==> src/rtl/if_id_skid_stage_if.sv <==
// ============================================================================
// Module   : if_id_skid_stage_if
// Purpose  : Fetch-side and decode-side valid/ready bundle for the IF/ID stage.
// Revision : 1.0
// ============================================================================
`default_nettype none

interface if_id_skid_stage_if #(
   parameter int PC_W    = 32,
   parameter int INSTR_W = 32
);
   logic               up_valid_i;
   logic               up_ready_o;
   logic [PC_W-1:0]    pc_i;
   logic [INSTR_W-1:0] instr_i;
   logic               dn_valid_o;
   logic               dn_ready_i;
   logic [PC_W-1:0]    pc_o;
   logic [INSTR_W-1:0] instr_o;

   modport slave (
      input  up_valid_i, pc_i, instr_i, dn_ready_i,
      output up_ready_o, dn_valid_o, pc_o, instr_o
   );

   modport master (
      output up_valid_i, pc_i, instr_i, dn_ready_i,
      input  up_ready_o, dn_valid_o, pc_o, instr_o
   );
endinterface

`default_nettype wire

==> src/rtl/if_id_skid_stage.sv <==
// ============================================================================
// Module   : if_id_skid_stage
// Purpose  : IF/ID stage with output slot + skid slot, flush bubble, drop count.
// Revision : 1.0
// ============================================================================
`default_nettype none

module if_id_skid_stage #(
   parameter int                 PC_W         = 32,
   parameter int                 INSTR_W      = 32,
   parameter logic [INSTR_W-1:0] BUBBLE_INSTR = {INSTR_W{1'b0}},
   parameter int                 CNT_W        = 8
) (
   input  wire logic             clk_i,
   input  wire logic             start_i,
   input  wire logic             flush_i,
   if_id_skid_stage_if.slave     bus,
   output logic [1:0]            occupancy_o,
   output logic [CNT_W-1:0]      drop_cnt_o
);

   localparam logic [CNT_W+1:0] c_cnt_max = {2'b00, {CNT_W{1'b1}}};

   logic               r_out_valid;
   logic [PC_W-1:0]    r_out_pc;
   logic [INSTR_W-1:0] r_out_instr;
   logic               r_skid_valid;
   logic [PC_W-1:0]    r_skid_pc;
   logic [INSTR_W-1:0] r_skid_instr;
   logic               r_up_ready;
   logic [1:0]         r_occ;
   logic [CNT_W-1:0]   r_drop;

   logic               w_accept;
   logic               w_consume;
   logic               w_out_free;
   logic               w_out_valid_n;
   logic [PC_W-1:0]    w_out_pc_n;
   logic [INSTR_W-1:0] w_out_instr_n;
   logic               w_skid_valid_n;
   logic [PC_W-1:0]    w_skid_pc_n;
   logic [INSTR_W-1:0] w_skid_instr_n;
   logic [1:0]         w_drop_inc;
   logic [CNT_W+1:0]   w_drop_sum;
   logic [CNT_W-1:0]   w_drop_n;

   assign w_accept   = bus.up_valid_i && r_up_ready;
   assign w_consume  = r_out_valid && bus.dn_ready_i;
   assign w_out_free = !r_out_valid || w_consume;

   always_comb begin
      w_out_valid_n  = r_out_valid;
      w_out_pc_n     = r_out_pc;
      w_out_instr_n  = r_out_instr;
      w_skid_valid_n = r_skid_valid;
      w_skid_pc_n    = r_skid_pc;
      w_skid_instr_n = r_skid_instr;
      w_drop_inc     = 2'd0;

      if (flush_i) begin
         w_out_valid_n  = 1'b0;
         w_out_pc_n     = '0;
         w_out_instr_n  = BUBBLE_INSTR;
         w_skid_valid_n = 1'b0;
         // A beat consumed during the flush still leaves, so it is not a drop.
         w_drop_inc     = {1'b0, r_out_valid && !w_consume}
                        + {1'b0, r_skid_valid}
                        + {1'b0, w_accept};
      end else if (w_out_free) begin
         if (r_skid_valid) begin
            w_out_valid_n  = 1'b1;
            w_out_pc_n     = r_skid_pc;
            w_out_instr_n  = r_skid_instr;
            w_skid_valid_n = w_accept;
            if (w_accept) begin
               w_skid_pc_n    = bus.pc_i;
               w_skid_instr_n = bus.instr_i;
            end
         end else if (w_accept) begin
            w_out_valid_n = 1'b1;
            w_out_pc_n    = bus.pc_i;
            w_out_instr_n = bus.instr_i;
         end else begin
            w_out_valid_n = 1'b0;
            w_out_pc_n    = '0;
            w_out_instr_n = BUBBLE_INSTR;
         end
      end else if (w_accept) begin
         w_skid_valid_n = 1'b1;
         w_skid_pc_n    = bus.pc_i;
         w_skid_instr_n = bus.instr_i;
      end

      w_drop_sum = {2'b00, r_drop} + {{CNT_W{1'b0}}, w_drop_inc};
      w_drop_n   = (w_drop_sum > c_cnt_max) ? {CNT_W{1'b1}} : w_drop_sum[CNT_W-1:0];
   end

   always_ff @(posedge clk_i) begin
      if (!start_i) begin
         r_out_valid  <= 1'b0;
         r_out_pc     <= '0;
         r_out_instr  <= BUBBLE_INSTR;
         r_skid_valid <= 1'b0;
         r_skid_pc    <= '0;
         r_skid_instr <= '0;
         r_up_ready   <= 1'b1;
         r_occ        <= 2'd0;
         r_drop       <= '0;
      end else begin
         r_out_valid  <= w_out_valid_n;
         r_out_pc     <= w_out_pc_n;
         r_out_instr  <= w_out_instr_n;
         r_skid_valid <= w_skid_valid_n;
         r_skid_pc    <= w_skid_pc_n;
         r_skid_instr <= w_skid_instr_n;
         r_up_ready   <= !w_skid_valid_n;
         r_occ        <= {1'b0, w_out_valid_n} + {1'b0, w_skid_valid_n};
         r_drop       <= w_drop_n;
      end
   end

   assign bus.up_ready_o = r_up_ready;
   assign bus.dn_valid_o = r_out_valid;
   assign bus.pc_o       = r_out_pc;
   assign bus.instr_o    = r_out_instr;
   assign occupancy_o    = r_occ;
   assign drop_cnt_o     = r_drop;

endmodule

`default_nettype wire

==> src/flat_wrapper.sv <==
// flat-port wrapper written by rule: the top's interface ports become plain ports
module if_id_skid_stage_flat 
#(
   parameter int                 PC_W         = 32,
   parameter int                 INSTR_W      = 32,
   parameter logic [INSTR_W-1:0] BUBBLE_INSTR = {INSTR_W{1'b0}},
   parameter int                 CNT_W        = 8
)
  (clk_i, start_i, flush_i, occupancy_o, drop_cnt_o, bus_up_valid_i, bus_pc_i, bus_instr_i, bus_dn_ready_i, bus_up_ready_o, bus_dn_valid_o, bus_pc_o, bus_instr_o);
  if_id_skid_stage_if #(.PC_W(PC_W), .INSTR_W(INSTR_W)) bus_i ();
  input  wire logic clk_i;
  input  wire logic start_i;
  input  wire logic flush_i;
  output logic [1:0] occupancy_o;
  output logic [CNT_W-1:0] drop_cnt_o;
  input wire logic [$bits(bus_i.up_valid_i)-1:0] bus_up_valid_i;
  input wire logic [$bits(bus_i.pc_i)-1:0] bus_pc_i;
  input wire logic [$bits(bus_i.instr_i)-1:0] bus_instr_i;
  input wire logic [$bits(bus_i.dn_ready_i)-1:0] bus_dn_ready_i;
  output wire logic [$bits(bus_i.up_ready_o)-1:0] bus_up_ready_o;
  output wire logic [$bits(bus_i.dn_valid_o)-1:0] bus_dn_valid_o;
  output wire logic [$bits(bus_i.pc_o)-1:0] bus_pc_o;
  output wire logic [$bits(bus_i.instr_o)-1:0] bus_instr_o;
  assign bus_i.up_valid_i = bus_up_valid_i;
  assign bus_i.pc_i = bus_pc_i;
  assign bus_i.instr_i = bus_instr_i;
  assign bus_i.dn_ready_i = bus_dn_ready_i;
  assign bus_up_ready_o = bus_i.up_ready_o;
  assign bus_dn_valid_o = bus_i.dn_valid_o;
  assign bus_pc_o = bus_i.pc_o;
  assign bus_instr_o = bus_i.instr_o;
  if_id_skid_stage #(.PC_W(PC_W), .INSTR_W(INSTR_W), .BUBBLE_INSTR(BUBBLE_INSTR), .CNT_W(CNT_W)) u_core (.clk_i(clk_i), .start_i(start_i), .flush_i(flush_i), .bus(bus_i), .occupancy_o(occupancy_o), .drop_cnt_o(drop_cnt_o));
endmodule
==> config.mk <==
export PLATFORM = sky130hd
export DESIGN_NAME = if_id_skid_stage_flat
export DESIGN_NICKNAME = d
export VERILOG_FILES = /design/src/rtl/if_id_skid_stage_if.sv /design/src/rtl/if_id_skid_stage.sv /design/src/flat_wrapper.sv
export SDC_FILE = /design/constraint.sdc
export NUM_CORES = 1
export LEC_CHECK = 0
export BUFFER_PORTS_ARGS = -buffer_cell sky130_fd_sc_hd__clkbuf_2
export CAP_MARGIN = 20
export CORE_MARGIN = 5
export CORE_UTILIZATION = 48
export CTS_CLUSTER_SIZE = 12
export DETAILED_ROUTE_END_ITERATION = 6
export PLACE_DENSITY = 0.75
export SLEW_MARGIN = 20
export SYNTH_ARGS = -nofsm -noshare
export SYNTH_HDL_FRONTEND = slang
export SYNTH_SLANG_ARGS = --single-unit
export TNS_END_PERCENT = 1
==> constraint.sdc <==
create_clock -name clk_i -period 2.7 [get_ports clk_i]
set_input_delay 0.135 -clock clk_i [delete_from_list [all_inputs] [get_ports clk_i]]
set_output_delay 0.135 -clock clk_i [all_outputs]
set_load 0.02 [all_outputs]
==> results.json, run 1 <==
{
  "rows": 41,
  "powerDensity_mw_per_mm2": 612,
  "dieArea_sq_mm": 0.0150,
  "synth_area_leader_cell": "dfxtp_1",
  "crit_required_ns": 3.02,
  "ys_warn_count": 0,
  "ios": 145,
  "cts_tree": "built",
  "ys_async_sr_fraction_pct": 0,
  "syn_area_per_cell_sq_um": 8.54,
  "syn_to_final_growth_pct": 31.0,
  "drc": 0,
  "crit_path_end_kind": "flop",
  "slew_viol_final": 0,
  "fin_nets": 956,
  "ys_ff_latch": 141,
  "finalSetupViolCount": 0,
  "hp-class": "in2reg",
  "synthFlopType": "dfxtp_1",
  "htreeDepth": 4,
  "ys_types": 35,
  "gp_congestion": 0.772,
  "max_slew_margin_pct": 47.7,
  "synth-edff-count": 0,
  "postCtsResizedCells": 0,
  "yosys.area.top_type_share_pct": 46.3,
  "ant_nets": 0,
  "hold_violations": 0,
  "synth_area_leaders": "dfxtp_1 (46%), nand2_1 (12%), mux2i_1 (11%)",
  "grt_pass1_wl_microns": 28000,
  "clockBufferDepth": 2,
  "clk_pin_slew_ns": 0.06,
  "dr.pass1.iters": 6,
  "start_util_pct": 48.7,
  "busiest_layer": "met2",
  "status": "finished, final reports clean",
  "via_count": 5910,
  "critPathMaxFanout": 4,
  "cts_sinks": 141,
  "synth_area_sq_mm": 0.00609,
  "drt-wirelength-per-cell_microns": 15.9,
  "n_antenna_cell": 0,
  "path_class": "reg2reg",
  "vias_per_cell": 5.54,
  "grt_pass1_vias": 5833,
  "yosysMostFrequentCell": "nand2_1",
  "drive_gt1_share_pct": 21.8,
  "use_met1_pct": 28.3,
  "fmax_ghz": 0.413,
  "synth_common_cells": "nand2_1 (194), dfxtp_1 (141), nand3_1 (66)",
  "io_buffers": 144,
  "leakagePower_nw": 3.06,
  "min_period_ns": 2.42,
  "finalCritPeriodShare_pct": 89.7,
  "root_buffer": "clkbuf_16",
  "drv_cap": 0,
  "tns_ns": 0,
  "numCtsBuffers": 17,
  "die_h_microns": 123,
  "gr-total-overflow": 0,
  "gr-usage-all-layers_pct": 23.3,
  "antenna_found_initial": 0,
  "worst_pin_slew_ns": 0.785,
  "cp_data_arrival_time_ns": 2.74,
  "synth_seq_area_share_pct": 46.3,
  "use_met2_pct": 39.3,
  "synth_fp_nets": 787,
  "grt_max_degree": 81,
  "drtIter0Drc": 431,
  "clk_latency_ns": 0.42,
  "dp_hpwl_microns": 9620,
  "drt-total-wl_microns": 17000,
  "grt_setup_unrepaired": "false",
  "startpoint_type": "flop",
  "die_x_microns": 123,
  "peakVddDrop_v": 0.000391,
  "synthCells": 713,
  "p_total_w": 0.00488,
  "met3_usage_pct": 5.44,
  "skew_ns": 0.0107,
  "core_area_sq_mm": 0.0125
}
[flip-flops by register name, summed over array words and instances, names as in the netlist]
signal,count
u_core.bus.instr_o,32
u_core.bus.pc_o,32
u_core.r_skid_instr,32
u_core.r_skid_pc,32
u_core.drop_cnt_o,8
u_core.occupancy_o,2
u_core.bus.dn_valid_o,1
u_core.bus.up_ready_o,1
u_core.r_skid_valid,1
[metal layers]
metal,vias to the layer above,part of all wire [%]
met4,0,2.3
met5,-,0
met3,40,6.2
li1,2855,-
met1,2760,43
met2,255,48
[cells by family after synthesis]
kind of cell	share of synthesized area (%)
buffers and inverters	6.96
AOI/OAI and AO/OA	8.65
and+or+nand+nor	25.9
DFF	46.3
muxes	10.5
adders and majority gates	1.31
xor gates and xnor gates	0.288
[power by group]
part | internal, W | leakage (nW) | switching [W]
sequential | 0.00212 | 1.14 | 0.0000237
clock | 0.00145 | 0.291 | 0.000855
combinational | 0.000185 | 1.63 | 0.000248
[placed cells by master, fill, tap and decap left out, types with 3 or more instances in the layout]
cell | netlist | layout
o21a_1 | 5 | 5
buf_4 | 1 | 14
clkbuf_8 | 0 | 4
nand4_1 | 65 | 65
nor2_1 | 4 | 4
clkbuf_1 | 33 | 4
clkinv_2 | 0 | 5
mux2i_1 | 64 | 64
clkbuf_16 | 0 | 17
nor3_1 | 3 | 3
nand2_1 | 194 | 194
dfxtp_1 | 141 | 139
ha_1 | 4 | 4
a31oi_1 | 65 | 65
clkbuf_2 | 0 | 143
a21oi_1 | 4 | 4
nand3_1 | 66 | 66
and2_1 | 4 | 3
dlygate4sd3_1 | 0 | 64
[through the flow]
step | cells | setup WS [ns] | hold slack [ns] | util [%] | area [sq um]
floorplan | 713 | 0.00744 | 0.277 | - | 6100
global placement | 971 | 0.328 | 0.385 | 54.0 | 6760
detailed placement | 971 | 0.279 | 0.390 | 54.0 | 6760
CTS | 1067 | 0.268 | 0.0440 | 63.8 | 7980
global route | 1067 | 0.178 | 0.0617 | 63.8 | 7980
finish | 1067 | 0.278 | 0.0611 | 63.8 | 7980
[timing repair]
action / in CTS / in global routing
hold endpoints to repair: 127 / 0
hold buffers: 64 / 0
setup buffers: 0 / 0
[final cells by class]
class | instances | area, sq um
multi-input combinational | 497 | 2870
fill | 1052 | 4540
tap | 172 | 215
clock buffer | 25 | 495
clock inverter | 7 | 85.1
sequential | 141 | 2830
inverter | 3 | 11.3
timing repair buffer | 222 | 1480
[critical path, stage by stage (launching register included)]
cell and delay [ns]:
dfxtp_1 0.32, and2_2 0.19, xnor2_1 0.13, ha_1 0.26, and2_1 0.17, ha_1 0.21
fa_2 0.38, or4_1 0.53, o211a_1 0.14
[path summary, 6_finish.rpt]
kind                                 from                 endpoint  slack, ns  cells past startpoint
setup / recovery    u_core.bus.up_ready_o     u_core.drop_cnt_o[7]       0.28                      8
hold / removal                    start_i     u_core.drop_cnt_o[6]       0.06                      2
setup reg to reg    u_core.bus.up_ready_o     u_core.drop_cnt_o[7]       0.28                      8
hold reg to reg   u_core.r_skid_instr[20]  u_core.r_skid_instr[20]       0.46                      2
Power figures use the tool's default switching activity.
==> run 2: changes to the inputs <==
Settings changed: ABC_AREA set to 1, PLACE_DENSITY 0.75 to 0.76.
==> run 2 against run 1 <==
Compared with the run above: the run now ends with design-rule violations left; worst setup slack improved by 0.11 ns; power increased by 11%; count of clock-buffer cells in the layout decreased by 3; flip-flop and latch count unchanged; first-iteration DRC count increased by 37%; global-route usage decreased by 0.15 points; clock power increased by 21%; worst hold slack got worse by 0.044 ns; final cell count decreased by 0.66%; die area decreased by 6.4%; core utilization increased by 2.4 points; critical path type unchanged.
==> results.json, run 2 <==
{
  "status": "complete, but fails checks",
  "violations": "design-rule violations",
  "critPathMaxStageDelay_ns": 0.41,
  "stdcell_count": 1060,
  "powerDensity_mw_per_mm2": 710,
  "ys_warn_count": 0,
  "synth_common_cells": "dfxtp_1 (141), nor2_1 (137), a21oi_1 (134)",
  "peakVddDrop_v": 0.000410,
  "crit_path_end_kind": "flop",
  "drc": 3,
  "ys_ff_latch": 141,
  "worst_pin_slew_ns": 0.779,
  "drive_gt1_share_pct": 21.5,
  "fin_nets": 977,
  "postCtsResizedCells": 0,
  "worst_path_most_repeated_cell": "nand2_1",
  "gr-total-overflow": 0,
  "min_period_ns": 2.32,
  "synth_area_leaders": "dfxtp_1 (50%), a21oi_1 (12%), nor2_1 (9.1%)",
  "finalCritPeriodShare_pct": 85.8,
  "synth_area_sq_mm": 0.00567,
  "ys_types": 25,
  "dp_hpwl_microns": 8880,
  "grt_pass1_vias": 5454,
  "hold_violations": 0,
  "numCtsBuffers": 17,
  "yosys.area.top_type_share_pct": 49.8,
  "cts_tree": "built",
  "synth-edff-count": 0,
  "syn_area_per_cell_sq_um": 7.70,
  "crit_required_ns": 3.00,
  "max_slew_margin_pct": 48.1,
  "rows": 39,
  "synthFlopType": "dfxtp_1",
  "clockBufferDepth": 2,
  "drv_cap": 0,
  "die_h_microns": 119,
  "leakagePower_nw": 3.19,
  "hp-class": "in2reg",
  "ant_nets": 0,
  "ys_async_sr_fraction_pct": 0,
  "die_x_microns": 119,
  "clk_latency_ns": 0.41,
  "via_count": 5788,
  "slew_viol_final": 0,
  "grt_pass1_wl_microns": 27100,
  "finalSetupViolCount": 0,
  "root_buffer": "clkbuf_16",
  "io_buffers": 144,
  "grt_setup_unrepaired": "false",
  "drt-wirelength-per-cell_microns": 15.5,
  "gp_congestion": 0.818,
  "critPathMaxFanout": 7,
  "drt-total-wl_microns": 16400,
  "yosysMostFrequentCell": "dfxtp_1",
  "cts_sinks": 141,
  "ios": 145,
  "synth_area_leader_cell": "dfxtp_1",
  "antenna_found_initial": 1,
  "cp_cell_sequence": "nand2_1 > inv_2 > nor2_1 > nor2_1 > ha_1 > nand2_1 > inv_1 > ha_1 > fa_1 > nand2_1 > nor2_2 > nand3_2 > nand3_1 > nand2_1 > inv_1",
  "synth_fp_nets": 810,
  "htreeDepth": 4,
  "dr.pass1.iters": 7,
  "clk_pin_slew_ns": 0.06,
  "path_class": "reg2reg",
  "layout_common_cells": "clkbuf_2 (144), dfxtp_1 (140), nor2_1 (137)",
  "vias_per_cell": 5.46,
  "slowest_stage": "fa_1",
  "drtIter0Drc": 591,
  "fmax_ghz": 0.432,
  "start_util_pct": 49.2,
  "mostFrequentLayoutCell": "clkbuf_2",
  "synth_seq_area_share_pct": 49.8,
  "dieArea_sq_mm": 0.0141,
  "synthCells": 736,
  "cts_setup_buffers": 0,
  "startpoint_type": "flop",
  "grt_max_degree": 71,
  "syn_to_final_growth_pct": 34.5,
  "dp_cells": 970,
  "cp_data_arrival_time_ns": 2.62,
  "tns_ns": 0,
  "skew_ns": 0.00686,
  "core_area_sq_mm": 0.0115,
  "gr-usage-all-layers_pct": 23.1
}
-- run 2: path summary, 6_finish.rpt --
kind                      startpoint                      end  slack (ns)  depth (start not counted)
max            u_core.bus.up_ready_o     u_core.drop_cnt_o[3]        0.38                         15
min                      bus_pc_i[6]       u_core.bus.pc_o[6]        0.02                          3
max reg2reg    u_core.bus.up_ready_o     u_core.drop_cnt_o[3]        0.38                         15
min reg2reg  u_core.r_skid_instr[20]  u_core.r_skid_instr[20]        0.48                          2
-- run 2: cells by family (layout without fill, tap and decap cells) --
group | count (synthesis) | after routing | share of synthesized area, %
flops | 141 | 141 | 49.8
other cells | 0 | 1 | 0
fa+ha+maj | 5 | 5 | 1.24
buf+inv | 86 | 266 | 7.53
xor+xnor | 1 | 1 | 0.155
simple gates | 237 | 237 | 17.6
compound gates | 266 | 266 | 23.6
-- run 2: cell type report --
| cell class | count | area [sq um] |
|---|---|---|
| Antenna cell | 1 | 2.50 |
| Clock buffer | 22 | 484 |
| Clock inverter | 10 | 231 |
| Fill cell | 940 | 3890 |
| Inverter | 23 | 86.3 |
| Multi-Input combinational cell | 509 | 2420 |
| Sequential cell | 141 | 2820 |
| Tap cell | 143 | 179 |
| Timing Repair Buffer | 211 | 1400 |
-- run 2: metal layers --
metal / up-vias / GRT usage, % / wire length, microns
met1: 2673 / 29.0 / 6970
met4: 0 / 8.33 / 210
li1: 2830 / - / -
met2: 260 / 38.0 / 8020
met5: - / 0 / 0
met3: 25 / 6.54 / 1210
-- run 2: critical path: cells and delay by family, from the launching register on --
family,cells,cell delay (ns)
simple gates,9,0.90
fa+ha+maj,3,0.89
flops,1,0.31
buf+inv,3,0.13
-- run 2: metrics by stage --
step	setup slack, ns	hold WS (ns)	area, sq um	total power (W)	util [%]
2_1_floorplan	0.319	0.281	5670	0.00244	-
3_3_place_gp	0.465	0.388	6310	0.00259	54.8
3_5_place_dp	0.422	0.395	6330	0.00259	55.0
4_1_cts	0.386	0.00451	7620	0.00543	66.2
5_1_grt	0.167	0.0171	7620	0.00558	66.2
6_report	0.384	0.0166	7620	0.00541	66.2
-- run 2: timing repair --
item	in CTS	in global routing
endpoints found under the hold margin	93	0
setup endpoints to repair	0	0
hold buffers	57	0
-- run 2: power breakdown --
part / internal [W] / total [W] / switching, W / leakage [nW]
Clock: 0.00193 / 0.00279 / 0.000866 / 0.347
Sequential: 0.00214 / 0.00217 / 0.0000299 / 1.14
Combinational: 0.000192 / 0.000455 / 0.000263 / 1.70
Total: 0.00425 / 0.00541 / 0.00116 / 3.19
